File: config.mk
export PLATFORM = sky130hd
export DESIGN_NAME = fft_frame_arbiter
export DESIGN_NICKNAME = d
export VERILOG_FILES = /design/src/rtl/fft_pkg.sv /design/src/rtl/fft_tag_fifo.sv /design/src/rtl/fft_frame_arbiter.sv
export SDC_FILE = /design/constraint.sdc
export NUM_CORES = 1
export LEC_CHECK = 0
export ABC_AREA = 1
export CORE_MARGIN = 2
export CORE_UTILIZATION = 33
export DETAILED_ROUTE_END_ITERATION = 8
export PLACE_DENSITY = 0.88
export SYNTH_ARGS = -nofsm -noshare
export SYNTH_HDL_FRONTEND = slang
export SYNTH_SLANG_ARGS = --single-unit
File: constraint.sdc
create_clock -name clk -period 4.05 [get_ports clk]
set_input_delay 0.81 -clock clk [delete_from_list [all_inputs] [get_ports clk]]
set_output_delay 0.81 -clock clk [all_outputs]
set_load 0.01 [all_outputs]
File: src/rtl/fft_pkg.sv
// Shared constants for the FFT subsystem: default frame geometry and channel owner codes.
package fft_pkg;
  localparam int   FFT_N     = 8;
  localparam int   FFT_DW    = 32;
  localparam int   FFT_CNT_W = $clog2(FFT_N);
  localparam logic CH0       = 1'b0;
  localparam logic CH1       = 1'b1;
endpackage

File: src/rtl/fft_tag_fifo.sv
// Small 1-bit-wide FIFO holding the owner of each frame that has been granted to the FFT core
// but whose result frame has not yet been fully returned.
module fft_tag_fifo #(
  parameter int DEPTH = 4
) (
  input  logic clk,
  input  logic rst,
  input  logic push,
  input  logic push_tag,
  input  logic pop,
  output logic head,
  output logic empty,
  output logic full
);
  localparam int PW = $clog2(DEPTH);

  logic [DEPTH-1:0] mem;
  logic [PW-1:0]    wr_ptr;
  logic [PW-1:0]    rd_ptr;
  logic [PW:0]      count;

  always_ff @(posedge clk or posedge rst) begin
    if (rst) begin
      wr_ptr <= '0;
      rd_ptr <= '0;
      count  <= '0;
    end else begin
      if (push) wr_ptr <= wr_ptr + 1'b1;
      if (pop)  rd_ptr <= rd_ptr + 1'b1;
      case ({push, pop})
        2'b10:   count <= count + 1'b1;
        2'b01:   count <= count - 1'b1;
        default: count <= count;
      endcase
    end
  end

  // Storage carries no control meaning until the count says an entry is live, so it is not reset.
  always_ff @(posedge clk) begin
    if (push) mem[wr_ptr] <= push_tag;
  end

  assign head  = mem[rd_ptr];
  assign empty = (count == '0);
  assign full  = (count == (PW+1)'(DEPTH));
endmodule

File: src/rtl/fft_frame_arbiter.sv
// Shares one FFT core between two streaming channels, granting whole input frames round-robin
// and returning each result frame to its owner in grant order.
module fft_frame_arbiter
  import fft_pkg::*;
#(
  parameter int N_PT      = FFT_N,
  parameter int DW        = FFT_DW,
  parameter int TAG_DEPTH = 4
) (
  input  logic          clk,
  input  logic          rst,
  input  logic          ch0_in_vld,
  output logic          ch0_in_rdy,
  input  logic [DW-1:0] ch0_in_data,
  input  logic          ch1_in_vld,
  output logic          ch1_in_rdy,
  input  logic [DW-1:0] ch1_in_data,
  output logic          core_in_vld,
  input  logic          core_in_rdy,
  output logic [DW-1:0] core_in_data,
  input  logic          core_out_vld,
  output logic          core_out_rdy,
  input  logic [DW-1:0] core_out_data,
  output logic          ch0_out_vld,
  input  logic          ch0_out_rdy,
  output logic [DW-1:0] ch0_out_data,
  output logic          ch1_out_vld,
  input  logic          ch1_out_rdy,
  output logic [DW-1:0] ch1_out_data,
  output logic          busy,
  output logic          tag_full,
  output logic          err_orphan
);
  localparam int CNT_W = $clog2(N_PT);
  localparam logic [0:0] ST_IDLE  = 1'b0;
  localparam logic [0:0] ST_GRANT = 1'b1;
  localparam logic [CNT_W-1:0] LAST_BEAT = CNT_W'(N_PT - 1);

  logic [0:0]       state;
  logic             owner;
  logic             last_grant;
  logic [CNT_W-1:0] in_cnt;
  logic [CNT_W-1:0] out_cnt;
  logic             orphan_q;

  logic req, arb_owner, push, granted, in_fire, out_fire, pop;
  logic head, empty, full;

  assign req       = ch0_in_vld | ch1_in_vld;
  // A lone requester wins outright; on a tie the channel that did not win last time goes next.
  assign arb_owner = (ch0_in_vld & ch1_in_vld) ? ~last_grant : (ch1_in_vld ? CH1 : CH0);
  assign push      = (state == ST_IDLE) & req & ~full;
  assign granted   = (state == ST_GRANT);

  always_comb begin
    core_in_vld  = 1'b0;
    ch0_in_rdy   = 1'b0;
    ch1_in_rdy   = 1'b0;
    core_in_data = (owner == CH1) ? ch1_in_data : ch0_in_data;
    if (granted) begin
      if (owner == CH1) begin
        core_in_vld = ch1_in_vld;
        ch1_in_rdy  = core_in_rdy;
      end else begin
        core_in_vld = ch0_in_vld;
        ch0_in_rdy  = core_in_rdy;
      end
    end
  end

  always_comb begin
    core_out_rdy = 1'b0;
    ch0_out_vld  = 1'b0;
    ch1_out_vld  = 1'b0;
    if (!empty) begin
      if (head == CH1) begin
        ch1_out_vld  = core_out_vld;
        core_out_rdy = ch1_out_rdy;
      end else begin
        ch0_out_vld  = core_out_vld;
        core_out_rdy = ch0_out_rdy;
      end
    end
  end

  assign ch0_out_data = core_out_data;
  assign ch1_out_data = core_out_data;
  assign in_fire      = core_in_vld & core_in_rdy;
  assign out_fire     = core_out_vld & core_out_rdy;
  assign pop          = out_fire & (out_cnt == LAST_BEAT);
  assign busy         = granted | ~empty;
  assign tag_full     = full;
  assign err_orphan   = orphan_q;

  always_ff @(posedge clk or posedge rst) begin
    if (rst) begin
      state      <= ST_IDLE;
      owner      <= CH0;
      last_grant <= CH1;
      in_cnt     <= '0;
      out_cnt    <= '0;
      orphan_q   <= 1'b0;
    end else begin
      case (state)
        ST_IDLE: begin
          if (push) begin
            state      <= ST_GRANT;
            owner      <= arb_owner;
            last_grant <= arb_owner;
            in_cnt     <= '0;
          end
        end
        default: begin
          if (in_fire) begin
            if (in_cnt == LAST_BEAT) begin
              state  <= ST_IDLE;
              in_cnt <= '0;
            end else begin
              in_cnt <= in_cnt + 1'b1;
            end
          end
        end
      endcase
      if (out_fire) out_cnt <= pop ? '0 : out_cnt + 1'b1;
      if (core_out_vld & empty) orphan_q <= 1'b1;
    end
  end

  fft_tag_fifo #(.DEPTH(TAG_DEPTH)) u_tag_fifo (
    .clk      (clk),
    .rst      (rst),
    .push     (push),
    .push_tag (arb_owner),
    .pop      (pop),
    .head     (head),
    .empty    (empty),
    .full     (full)
  );
endmodule

==> impl_metrics.ini <==
[finish]
syn2layout_area_growth_pct = 35.0
drive_above_1_share = 0.0712
fillers = 610
layout_commonest_cell = nand2_1
design_area_um2 = 2870
n_antenna_cell = 0
layout.nets = 466
layout_common_cells = 124 x nand2_1, 112 x clkdlybuf4s50_1, 25 x inv_1

[die]
start_util = 0.338
die_area_um2 = 7100
die_h_um = 84.2
num_rows = 29
core_area_um2 = 6280
pin_count = 209
die_w_um = 84.2

[hold_path]
hold_class = reg -> reg
holdPathStages = 1
min_from = err_orphan
min_to = err_orphan

[clocking]
clkLatencyLatePin_ps = 260
cts_buffers = 3
post_cts_buffers = 0
cts.repair.resized = 0
cts_sinks = 21
clockBufferDepth = 2
hold_buffers = 0
cts_max_level = 1
clk_pin_slew_ps = 70
root_buffer = clkbuf_8
cts_tree = built

[placement]
place_congestion = 0.802
hpwl_mm = 4.64
postPlaceCellArea_um2 = 2820
port_buffers = 112

[power]
total_power_mw = 1.64
swShare = 0.446
power_density_nw_per_um2 = 571
clkPwrFrac = 0.084
ir_drop_uv = 282
cell_internal_pwr_mw = 0.907
combPwrFrac = 0.684
leakagePower_nw = 1.40
p_seq_frac = 0.231
p_sw_mw = 0.731

[yosys]
avgSynthCellArea_um2 = 6.94
synth-xor-area-share = 0.0165
synth_top_family_by_area = simple AND/OR/NAND/NOR gates
yosys.area_share.adder = 0.0624
syn_area_um2 = 2120
synth_nets = 420
synthSimpleGateAreaFrac = 0.322
synth_mux_area_frac = 0
synth_compound_area_frac = 0.0395
synth_cell_type_count = 34
ys_seq_area_frac = 0.257
synth-seq-cells = 21
ys_warn_count = 0
synth_cells = 306

[run]
cap_violations = 0

[global_routing]
track_usage = 0.150
grt_pass1_vias = 1857
grt_max_degree = 36
grt_antenna_before_repair = 0
grt_pass1_wl_mm = 8.61
overflow = 0

[timing]
min_period_over_period = 0.782
slew_viol_final = 0
hold_violations = 0
fmax_mhz = 316
maxSlewHeadroom = 0.544
setup_viol = 0
fin_worst_skew_ps = 1.36
worst_slew_pin_slew_ps = 684
rsz0062_at_grt = false
fin_tns_setup_ps = 0
finalCriticalPeriod_ps = 3170

[route]
wire_per_inst_um = 12.5
avgViaCountPerCell = 4.43
post-route-drc-count = 0
vias = 1896
postRouteAntennaNets = 0
routed_wl_mm = 5.35
drtPass1Iterations = 4
drtIter0Drc = 79

[critical_path]
reg2reg_to = u_tag_fifo.count[2]
start_kind = input pin
arrival_ps = 2360
worstSetupPathType = in -> out
cp.required_ps = 3240
r2r_cells = 13
end_kind = output port
cp-startpoint = core_out_vld
regToRegSetupSlack_ps = 1840
r2r-start = u_tag_fifo.rd_ptr[0]
cp_max_fo = 6

[run_status]
outcome = completed
## synthesized netlist by cell type
library cell	count	area, um^2
xnor2_1	2	17.5
dfrtp_1	16	400
o211ai_2	1	12.5
buf_4	64	480
clkbuf_1	6	22.5
nand4_2	1	12.5
a21oi_2	1	8.76
nand2_1	124	465
fa_1	1	20.0
inv_2	4	15.0
nor3_1	2	10.0
o21a_1	1	7.51
dfstp_2	1	26.3
nor2_1	8	30.0
a21o_1	1	7.51
a21boi_0	1	7.51
nor2_2	1	6.26
buf_6	2	22.5
o21ai_0	4	20.0
xor2_1	2	17.5
nand3_4	1	17.5
inv_1	25	93.8
edfxtp_1	4	120
ha_1	9	113
clkinv_4	1	8.76
nand2_2	3	18.8
nor2_4	1	11.3
nand3_2	3	30.0
o21ai_1	1	5.00
nor3_2	1	10.0
nand2_4	2	22.5
a21oi_1	3	15.0
nand4_1	3	18.8
nand3_1	6	30.0
## through the flow
step	setup slack, ps	utilization	cells	hold WS [ps]
floorplan	1750	-	306	444
global placement	901	0.450	424	447
detailed placement	884	0.450	424	451
CTS	877	0.457	428	466
global route	775	0.457	428	500
finish	884	0.457	428	463
## cell type report
class | instances | area, um^2 | share of cell area
sequential | 21 | 547 | 0.191
multi-input combinational | 183 | 935 | 0.326
tap | 77 | 96.3 | 0.0336
clock buffer | 4 | 45.0 | 0.0157
timing repair buffer | 113 | 1130 | 0.393
inverter | 30 | 118 | 0.0410
## registers in the layout (all words and copies together) (netlist names)
| name | count |
|---|---|
| err_orphan | 1 |
| u_tag_fifo.wr_ptr | 2 |
| last_grant | 1 |
| u_tag_fifo.count | 3 |
| u_tag_fifo.rd_ptr | 2 |
| out_cnt | 3 |
| granted | 1 |
| owner | 1 |
| in_cnt | 3 |
| u_tag_fifo.mem | 4 |
## worst max path at each step
stage | end | slack [ps] | cells past startpoint
final | ch0_out_vld | 880 | 6
after global routing | ch0_out_vld | 770 | 6
after CTS | ch0_out_vld | 880 | 6
after detailed placement | ch0_out_vld | 880 | 6
after global placement | ch0_out_vld | 900 | 6
after floorplan | u_tag_fifo.count[2] | 1750 | 10
## cells by family after synthesis
| group | count (synthesis) |
|---|---|
| and+or+nand+nor | 156 |
| adders and majority gates | 10 |
| AOI/OAI and AO/OA | 13 |
| xor gates and xnor gates | 4 |
| buffers and inverters | 102 |
| DFF | 21 |
## routing by layer
layer	vias to the layer above	global-route usage	wire [um]
met5	-	0	0
met4	0	0.0587	128
met3	10	0.0315	409
met2	94	0.286	2800
met1	836	0.158	2010
li1	956	-	-
## critical path, cell delays in order
cell	delay (ps)
clkdlybuf4s50_1	480
inv_1	50
nor2_2	260
inv_2	100
a21oi_1	120
clkdlybuf4s50_1	540
## power by group through the flow
stage	registers [mW]	clock network, mW	logic (mW)
after CTS	0.378	0.140	1.14
final	0.379	0.138	1.12
after global placement	0.377	0	1.09
after global routing	0.389	0.150	1.25
after floorplan	0.350	0	0.715
after detailed placement	0.382	0	1.14
(Power assumes the default switching activity.)
==> edit (same settings) <==
Change the package constant `FFT_N` from 8 to 32.
--- a/src/rtl/fft_pkg.sv
+++ b/src/rtl/fft_pkg.sv
@@ -1,5 +1,5 @@
 // Shared constants for the FFT subsystem: default frame geometry and channel owner codes.
 package fft_pkg;
-  localparam int   FFT_N     = 8;
+  localparam int   FFT_N     = 32;
   localparam int   FFT_DW    = 32;
   localparam int   FFT_CNT_W = $clog2(FFT_N);
Behaviour: not the same (a bounded check fails within 10 cycles, from zero or initial values and one cycle with rst high).
==> edit against the original RTL <==
Utilization increased by 0.10 points. Worst setup slack better by 0.014 ns. Count of clock-buffer cells in the layout is 1 lower. Total power down 33%. Combinational power shrank 50%. Critical path type is now register to primary output. Cell area is 9.1% higher. Area after synthesis increased by 10%. Largest cell class unchanged. First-iteration DRC count down 25%. Final cell count rose by 11%. Sequential cell count up 4. Routed wire length up 12%.
==> edit: results (changes against the original RTL) <==
----------------------------------------------------
[Place]
  Placer Congestion ... 0.814 (+1.5%)
  Setup slack after placement ... 0.926 ns (+0.0424 ns)
  HPWL after DPL ... 5170 um (+11%)

[Detailed routing]
  First DRT Iteration DRCs ... 59 (-25%)
  Routed length on met3 ... 539 um (+32%)
  Mean routed wirelength per cell ... 12.6 um (+0.89%)
  Post-route met1 wirelength ... 2200 um (+9.1%)
  Metal2 WL ... 3140 um (+12%)

[Layout]
  Top Registers ... in_cnt (5), out_cnt (5), u_tag_fifo.mem (4)
  Number of multi-input combinational cells in the layout ... 204 (+11%)
  Fillers ... 676 (+11%)
  Sequential share of cell area ... 0.207 (+0.0161)
  Non-clock buffering overhead in the final layout ... 0.361 (-0.0327)
  Multi-input combinational area share ... 0.337 (+0.0117)
  Count of clock buffers in the final design ... 3 (-1)
  Final layout net count ... 494 (+6.0%)
  Fraction of layout cells with a size suffix above 1 ... 0.0633 (-0.00790)
  Clk cell area share ... 0.0156 (-0.000106)

[GRT]
  Tot GR Track Use ... 0.157 (+0.00739)
  Met1 Usage GRT ... 0.173 (+0.0142)
  Global-route track usage on met2 ... 0.278 (-0.00892)
  Global-route wire length before repair ... 9580 um (+11%)
  Number of global-route vias before repair ... 2002 (+7.8%)
  Global routing usage on met3 ... 0.0622 (+0.0307)

[Synth]
  Net count after synthesis ... 447 (+6.4%)
  Post-synthesis sequential area ratio ... 0.276 (+0.0191)
  Post-synth EDFFs ... 4 (unchanged)
  List of most frequent post-synthesis cells ... sky130_fd_sc_hd__nand2_1, sky130_fd_sc_hd__buf_4, sky130_fd_sc_hd__inv_1
  Ranking of synthesized cells by area ... sky130_fd_sc_hd__dfrtp_1, sky130_fd_sc_hd__nand2_1, sky130_fd_sc_hd__buf_4
  Post-synth cell types ... 31 (-8.8%)

[Min path]
  Hold path startpoint ... last_grant

[Clocking]
  Clock transition at the registers of the reported paths ... 0.09 ns (+0.02 ns)
  CTS sink cnt ... 25 (+19%)

[Setup path]
  Max FO, Critical Path ... 34 (+28)
  Launching instance or port of the critical path ... owner
  Setup Crit Path Kind ... register to primary output
  Critical path data arrival time ... 2.34 ns (-0.02 ns)

[STA]
  Max Clock Skew ... 0.00202 ns (+0.000667 ns)
  Worst slew margin ... 0.401 (-0.143)

[Pwr]
  LEAKAGE ... 1.50 nW (+7.4%)

[Outcome]
  Status ... completed

----------------------------------------------------
-- edit: cell types whose count changed after synthesis, sizes merged, moves of 3 or more --
cell and delta:
nand2 +7, nand3 +6, dfrtp +4, nor2 +4
inv +3
-- edit: worst max-delay path, cell delays in order, from the launching register on --
cell and delay, ns:
sky130_fd_sc_hd__dfrtp_1 0.37, sky130_fd_sc_hd__clkinv_1 0.70, sky130_fd_sc_hd__nor3_1 0.41, sky130_fd_sc_hd__clkdlybuf4s50_1 0.59
-- edit: cell families (layout without fill, tap and decap cells) --
family / Yosys count / count (layout) / synth area share
XOR/XNOR: 6 / 6 / 0.0225
flip-flops: 25 / 25 / 0.276
buffers and inverters: 104 / 150 / 0.272
adder cells (fa/ha/maj): 10 / 10 / 0.0567
AND/OR/NAND/NOR: 173 / 173 / 0.337
AO/OA/AOI/OAI: 15 / 15 / 0.0348
-- edit: stage by stage --
stage                     instances  instance area, um2  power [mW]
after floorplan                 333                2340       0.754
after global routing            475                3130        1.18
final                           475                3130        1.09
after global placement          471                3080       0.920
after detailed placement        471                3080       0.953
after CTS                       475                3130        1.11
-- edit: power breakdown --
part / total, mW / internal [mW] / switching, mW
Combinational: 0.565 / 0.280 / 0.285
Clock: 0.154 / 0.0698 / 0.0842
Sequential: 0.374 / 0.316 / 0.0576
Total: 1.09 / 0.666 / 0.427
-- edit: path summary, 6_finish.rpt --
kind                                        to  slack [ns]  cells past startpoint
max                                 ch1_in_rdy        0.90                      3
min reg2reg                         last_grant        0.48                      2
max in group asynchronous            in_cnt[3]        2.55                      2
min                                 last_grant        0.48                      2
max reg2reg                u_tag_fifo.count[2]        1.75                     12
min in group asynchronous            in_cnt[0]        0.99                      2
